`config.mk`:
```
export PLATFORM = sky130hd
export DESIGN_NAME = fir
export DESIGN_NICKNAME = d
export VERILOG_FILES = /design/src/rtl/fir.sv
export SDC_FILE = /design/constraint.sdc
export NUM_CORES = 2
export LEC_CHECK = 0
export ABC_AREA = 0
export BUFFER_PORTS_ARGS = -buffer_cell sky130_fd_sc_hd__clkbuf_2
export CORE_UTILIZATION = 50
export DETAILED_ROUTE_END_ITERATION = 10
export GPL_ROUTABILITY_DRIVEN = 0
export HOLD_SLACK_MARGIN = 0.05
export PLACE_DENSITY = 0.7
export SYNTH_ARGS = -nofsm -noshare
export SYNTH_HDL_FRONTEND = slang
export SYNTH_SLANG_ARGS = --single-unit
```
`constraint.sdc`:
```
create_clock -name clk -period 14 [get_ports clk]
set_input_delay 1.4 -clock clk [delete_from_list [all_inputs] [get_ports clk]]
set_output_delay 1.4 -clock clk [all_outputs]
set_load 0.01 [all_outputs]
```
`src/rtl/fir.sv`:
```
// 15-tap symmetric low-pass FIR with AXI4-Stream in/out, one result per accepted sample.
// Optional macro FIR_TLAST_EN: when defined, tlast travels with each sample to the output.
module fir #(
  parameter int NTAPS  = 15,
  parameter int DIN_W  = 16,
  parameter int DOUT_W = 32
) (
  input  logic                     clk,
  input  logic                     reset,
  input  logic signed [DIN_W-1:0]  s_axis_fir_tdata,
  input  logic [1:0]               s_axis_fir_tkeep,
  input  logic                     s_axis_fir_tlast,
  input  logic                     s_axis_fir_tvalid,
  output logic                     s_axis_fir_tready,
  output logic                     m_axis_fir_tvalid,
  input  logic                     m_axis_fir_tready,
  output logic                     m_axis_fir_tlast,
  output logic [3:0]               m_axis_fir_tkeep,
  output logic signed [DOUT_W-1:0] m_axis_fir_tdata
);

  localparam int ACC_W = 36;
  localparam int HALF  = NTAPS / 2;
  localparam int PRE_W = DIN_W + 1;

  localparam logic signed [DIN_W-1:0] COEF [NTAPS] = '{
    -16'sd868, 16'sd0, 16'sd1445, 16'sd0, -16'sd3060, 16'sd0, 16'sd10285, 16'sd16384,
    16'sd10285, 16'sd0, -16'sd3060, 16'sd0, 16'sd1445, 16'sd0, -16'sd868
  };

  logic signed [DIN_W-1:0]  x_q     [NTAPS];
  logic signed [DIN_W-1:0]  x_d     [NTAPS];
  logic signed [DIN_W-1:0]  x_new   [NTAPS];
  logic signed [PRE_W-1:0]  pre_add [HALF];
  logic signed [ACC_W-1:0]  acc;
  logic signed [DOUT_W-1:0] tdata_q, tdata_d;
  logic                     tvalid_q, tvalid_d;
  logic                     accept;

  assign s_axis_fir_tready = m_axis_fir_tready | ~tvalid_q;
  assign accept            = s_axis_fir_tvalid & s_axis_fir_tready;

  // Symmetric taps share one multiplier: x[k] and x[NTAPS-1-k] are pre-added first.
  always_comb begin
    // NOTE: every variable gets a default before any branch so no latch is inferred.
    x_d      = x_q;
    tdata_d  = tdata_q;
    tvalid_d = tvalid_q;
    acc      = '0;

    x_new[0] = s_axis_fir_tdata;
    for (int k = 1; k < NTAPS; k++) x_new[k] = x_q[k-1];

    for (int k = 0; k < HALF; k++) begin
      pre_add[k] = PRE_W'(x_new[k]) + PRE_W'(x_new[NTAPS-1-k]);
      acc        = acc + ACC_W'(pre_add[k]) * ACC_W'(COEF[k]);
    end
    acc = acc + ACC_W'(x_new[HALF]) * ACC_W'(COEF[HALF]);

    if (accept) begin
      x_d      = x_new;
      tdata_d  = acc[DOUT_W-1:0];
      tvalid_d = 1'b1;
    end else if (m_axis_fir_tready) begin
      tvalid_d = 1'b0;
    end
  end

  always_ff @(posedge clk or negedge reset) begin
    if (!reset) begin
      // NOTE: the delay line is reset explicitly so a restarted stream carries no history.
      for (int k = 0; k < NTAPS; k++) x_q[k] <= '0;
      tdata_q  <= '0;
      tvalid_q <= 1'b0;
    end else begin
      // NOTE: non-blocking assignments keep every flop sampling pre-edge values.
      x_q      <= x_d;
      tdata_q  <= tdata_d;
      tvalid_q <= tvalid_d;
    end
  end

`ifdef FIR_TLAST_EN
  logic tlast_q, tlast_d;

  always_comb begin
    tlast_d = tlast_q;
    if (accept) tlast_d = s_axis_fir_tlast;
  end

  always_ff @(posedge clk or negedge reset) begin
    if (!reset) tlast_q <= 1'b0;
    else        tlast_q <= tlast_d;
  end

  assign m_axis_fir_tlast = tlast_q;

  logic unused_bits;
  assign unused_bits = ^{s_axis_fir_tkeep, acc[ACC_W-1:DOUT_W]};
`else
  assign m_axis_fir_tlast = 1'b0;

  logic unused_bits;
  assign unused_bits = ^{s_axis_fir_tkeep, s_axis_fir_tlast, acc[ACC_W-1:DOUT_W]};
`endif

  assign m_axis_fir_tvalid = tvalid_q;
  assign m_axis_fir_tdata  = tdata_q;
  assign m_axis_fir_tkeep  = 4'hF;

endmodule

```
Word level (Yosys, flattened, before mapping):

Cells that the tools add are included.

* register bits after elaboration: 257
* input port bits: 23
* output and inout port bits: 39
* word-level logic and storage cells: 34

* add/sub/neg operators: 8
* multipliers: 4
* multiplexer cells: 2
* bitwise operators: 3
* reduce and logical (&&, ||, !) cells: 1

Operator list (count)
* 16-bit by 16-bit adder with 17-bit output: 4
* 31-bit by 32-bit adder with 32-bit output: 1
* 32-bit by 30-bit adder with 32-bit output: 1
* 17-bit by 15-bit multiplier with 32-bit output (second input constant): 1
* 30-bit by 30-bit adder with 31-bit output: 1
* 28-bit by 29-bit adder with 30-bit output: 1
* 17-bit by 12-bit multiplier with 29-bit output (second input constant): 1
* 17-bit by 11-bit multiplier with 28-bit output (second input constant): 1
* 17-bit by 9-bit multiplier with 26-bit output (second input constant): 1
* 1-bit 2-to-1 mux: 2
* 2-bit nonzero test: 1
* 1-bit AND: 1
* 1-bit NOT: 1
* 1-bit bitwise OR: 1

Logic depth before layout (Yosys ltp):

* word-level depth: 6
* depth in mapped cells: 50
* mapped depth without buffers: 50

Least setup slack after synthesis:

OpenSTA, ideal clock, no wires.

* path type: input -> register
* from: input port s_axis_fir_tdata[0]
* to: register tdata_q[31] (netlist: m_axis_fir_tdata[31])
* setup time: 0.131 ns
* data arrival time: 11.847 ns
* required time: 13.869 ns
* path slack: 2.022 ns
* cell stages on the path: 44
* buffers on the path: 0
* path through: ha_1 inv_1 fa_1 nor2b_1 o21a_1 o21ai_1 a21oi_1 o2111ai_1 a31oi_2 a41oi_2 a31oi_2 inv_1 ha_1 ha_1 fa_1 fa_1 ha_1 ha_1 [... 8 more ...] fa_1 fa_1 fa_1 inv_1 fa_1 inv_1 fa_1 inv_1 ha_1 and3_1 nand3_1 o21bai_1 o211ai_1 o41a_1 a31oi_1 o21ai_1 xnor3_1 o21ai_1

* longest elaborated chain between the ends: 6

RTL lines
* start, declared: line 10 `input logic signed [DIN_W-1:0] s_axis_fir_tdata,`
* 16-bit by 16-bit adder with 17-bit output: line 55 `pre_add[k] = PRE_W'(x_new[k]) + PRE_W'(x_new[NTAPS-1-k]);`
* 17-bit by 9-bit multiplier with 26-bit output: line 56 `acc = acc + ACC_W'(pre_add[k]) * ACC_W'(COEF[k]);`
* 28-bit by 29-bit adder with 30-bit output: line 56
* 30-bit by 30-bit adder with 31-bit output: line 56
* 31-bit by 32-bit adder with 32-bit output: line 56
* 32-bit by 30-bit adder with 32-bit output: line 58 `acc = acc + ACC_W'(x_new[HALF]) * ACC_W'(COEF[HALF]);`
* end signal, assigned: line 78 `tdata_q <= tdata_d;`
* end, declared: line 36 `logic signed [DOUT_W-1:0] tdata_q, tdata_d;`

Every way passes these cells.
A chain may end at the register's enable or synchronous reset.

Final worst setup path:

Ends and elaborated chain as after synthesis.

==> results.rst <==
.. list-table::
   :header-rows: 1

   * - Metric
     - Value
   * - Multiplexer share of the synthesized area
     - 0.191%
   * - Y dimension of the die
     - 242 um
   * - Run status
     - complete, no violations
   * - Kind of launch point of the worst setup path
     - input pin
   * - Clock insertion delay at the later pin of the skew report
     - 0.57 ns
   * - Critical path startpoint
     - s_axis_fir_tdata[0]
   * - Pin count of the biggest net entering global routing
     - 108
   * - Part of the Yosys area used for sequential elements
     - 22.3%
   * - Yosys warnings
     - 0
   * - Antenna Nets Post-Route
     - 0
   * - Cts hold-fix bufs
     - 0
   * - Capturing element type of the critical path
     - flop
   * - Number of buffers between clock root and the deepest sink
     - 3
   * - Main area contributors after synthesis
     - sky130_fd_sc_hd__dfrtp_1, sky130_fd_sc_hd__ha_1, sky130_fd_sc_hd__fa_1
   * - Per-instance average area after synthesis
     - 9.21 um2
   * - Required @ worst endpoint
     - 14.40 ns
   * - Final Hold Vio Count
     - 0
   * - Gate count after technology mapping
     - 3128
   * - H-tree lvl count
     - 2
   * - Clock tree from TritonCTS
     - built
   * - Total Die Area
     - 58600 um2
   * - Highest clock rate
     - 78.4 MHz
   * - Number of setup buffers added after CTS
     - 0
   * - Total grt overflow
     - 0
   * - Final Cycle Share
     - 91.1%
   * - Number of optimization iterations in the first detailed-route pass
     - 5
   * - End of the critical path
     - m_axis_fir_tdata[31]
   * - Final Slew Violations
     - 0
   * - PostCTS Resize Cnt
     - 0
   * - Worst reg2reg startpoint
     - x_new[64]
   * - Port bufs
     - 53
   * - Data arrival time of the critical path
     - 13.15 ns
   * - Count of antenna diodes in the layout
     - 0
   * - Detail-routed net length per standard cell
     - 16.2 um
   * - Number of sinks on the clock net
     - 257
   * - R2R Setup Slk
     - 1.79 ns
   * - Total length of routed wires
     - 64000 um
   * - Fraction of synthesized cell area taken by the top area cell type
     - 22.3%
   * - Routed via count
     - 20332
   * - RSZ-0062 raised after global routing
     - false
   * - Worst clock skew on the final layout
     - 0.0250 ns
   * - Clock-pin transition on the worst setup and hold timing paths
     - 0.06 ns
   * - Critical Path Max Stage Delay
     - 0.55 ns
   * - Proportion of synthesized flip-flops having asynchronous set or reset
     - 100%
   * - Core Area
     - 56600 um2
   * - Initial Util
     - 50.9%
   * - Yosys cell types
     - 84
   * - Relative area change from synthesis to final layout
     - 7.98%
   * - Post-synth EDFFs
     - 0
   * - Path type of the worst setup path
     - in2reg
   * - FF-to-FF path depth
     - 46
   * - Wire length of the first global-routing pass
     - 107000 um
   * - Post-synthesis compound-gate area fraction
     - 7.70%
   * - Library cell with the largest summed area after synthesis
     - sky130_fd_sc_hd__dfrtp_1
   * - Final setup violation count
     - 0
   * - Adder-Cell Fraction of Synth Area
     - 43.2%
   * - Violation count after the first detailed-routing iteration
     - 1145
   * - Number of clock buffers inserted by TritonCTS
     - 34
   * - Combinational family with the most area after synthesis
     - adder cells
   * - Standard-cell row count
     - 87
   * - Worst r2r dst
     - m_axis_fir_tdata[31]
   * - Via-to-Cell Ratio
     - 5.13
   * - Most frequent CP cell
     - sky130_fd_sc_hd__fa_1
   * - GR Util All Layers
     - 22.7%
   * - Relative slew slack
     - 18.8%
   * - Fin nets
     - 4013
   * - Vias in the first global route
     - 20841
   * - Dominant register cell in the synthesized netlist
     - sky130_fd_sc_hd__dfrtp_1
   * - Largest fanout on the critical path
     - 6
   * - Simple-gate share of the synthesized area
     - 13.9%
   * - Fraction of final layout cells with drive strength greater than 1
     - 5.58%
   * - Class of the worst hold path
     - reg2reg
   * - Cell with the largest stage delay on the worst path
     - sky130_fd_sc_hd__fa_1
   * - Antenna violations before repair
     - 0
   * - X dimension of the die
     - 242 um
   * - DRC violations left
     - 0
   * - Cell area after technology mapping
     - 28800 um2
   * - DPL Wire Length
     - 52500 um
   * - Total negative setup slack
     - 0 ns
   * - Number of synthesized register bits
     - 257
   * - Minimum clock period after layout
     - 12.75 ns
   * - Post-Synth XOR/XNOR Area
     - 4.47%
   * - # Max-Cap Violations
     - 0
   * - Number of ports placed on the die boundary
     - 62
   * - Clock root buffer
     - sky130_fd_sc_hd__clkbuf_16
   * - Transition time at the pin with the least slew margin
     - 1.21 ns
-- cell type report --
cell class,instances,area (um2)
clock buffer,38,866
clock inverter,21,246
fill,5080,25500
inverter,563,2110
multi-input combinational,2248,20000
sequential,257,6430
tap,756,946
timing repair buffer,79,470
-- cells in the final DEF (no fill, tap or decap), types with 26 or more instances in the layout --
master | Yosys | routed
sky130_fd_sc_hd__nand3_1 | 27 | 27
sky130_fd_sc_hd__nand2_1 | 734 | 733
sky130_fd_sc_hd__nor3_1 | 34 | 34
sky130_fd_sc_hd__clkbuf_16 | 0 | 34
sky130_fd_sc_hd__xor2_1 | 42 | 42
sky130_fd_sc_hd__xnor2_1 | 90 | 90
sky130_fd_sc_hd__o21ai_0 | 75 | 75
sky130_fd_sc_hd__nor2_1 | 70 | 70
sky130_fd_sc_hd__clkbuf_2 | 0 | 52
sky130_fd_sc_hd__buf_4 | 5 | 26
sky130_fd_sc_hd__a21o_1 | 39 | 39
sky130_fd_sc_hd__ha_1 | 497 | 497
sky130_fd_sc_hd__fa_1 | 310 | 310
sky130_fd_sc_hd__inv_1 | 560 | 560
sky130_fd_sc_hd__dfrtp_1 | 257 | 257
sky130_fd_sc_hd__a21oi_1 | 73 | 73
-- through the flow --
step,util (%),worst slack (ns),instance area [um2],cells,hold WS (ns)
finish,54.9,1.25,31100,3962,0.456
global route,54.9,0.664,31100,3962,0.479
CTS,54.9,1.24,31100,3962,0.459
detailed placement,53.0,0.682,30000,3903,0.448
global placement,53.0,0.796,30000,3903,0.444
floorplan,-,2.02,28800,3131,0.439
-- how the worst min path moves through the flow --
stage	slack, ns	start	cells past startpoint	end
floorplan	0.44	x_new[16]	2	x_new[0]
global placement	0.44	x_new[21]	2	x_new[5]
detailed placement	0.45	x_new[56]	2	x_new[40]
CTS	0.46	x_new[146]	2	x_new[130]
global route	0.48	x_new[146]	2	x_new[130]
finish	0.46	x_new[146]	2	x_new[130]
-- cells in the mapped netlist (all sizes together), types with 10 or more instances --
cell and n:
a21o 39, clkbuf 57, or3 18, a21oi 78, and2 10, nand3 28, nand2b 21, o21a 16
nor2b 23, o21bai 13, ha 497, nor2 70, dfrtp 257, nand2 734, o21ai 90, nor3 34
xor2 43, inv 563, xnor2 95, fa 310
-- registers in the layout, indices dropped and copies added, names as in the netlist --
signal             count
x_new                224
m_axis_fir_tdata      32
m_axis_fir_tvalid      1
-- per-layer routing --
metal  routed length, um  track usage [%]  vias up
met5                   0                0        -
met4                1970             6.33        0
met3                2310             2.58       87
met2               29300             37.2      289
met1               30400             31.7     9945
li1                    -                -    10011
-- worst max-delay path, delay by kind of cell --
| kind | cells | cell delay (ns) |
|---|---|---|
| and+or+nand+nor | 7 | 1.28 |
| AOI/OAI and AO/OA | 15 | 2.94 |
| adders and majority gates | 15 | 5.98 |
| xor gates and xnor gates | 4 | 1.03 |
| buffers and inverters | 6 | 0.47 |
-- cell families (layout without fill, tap and decap cells) --
group | after synthesis | after routing
flops | 257 | 257
compound gates | 323 | 323
other cells | 2 | 5
mux | 5 | 5
simple gates | 968 | 968
xor+xnor | 139 | 139
buf+inv | 626 | 701
fa+ha+maj | 808 | 808
Power is not shown: default switching activity piles up to over one toggle a cycle in this logic, so the estimate is an artifact.
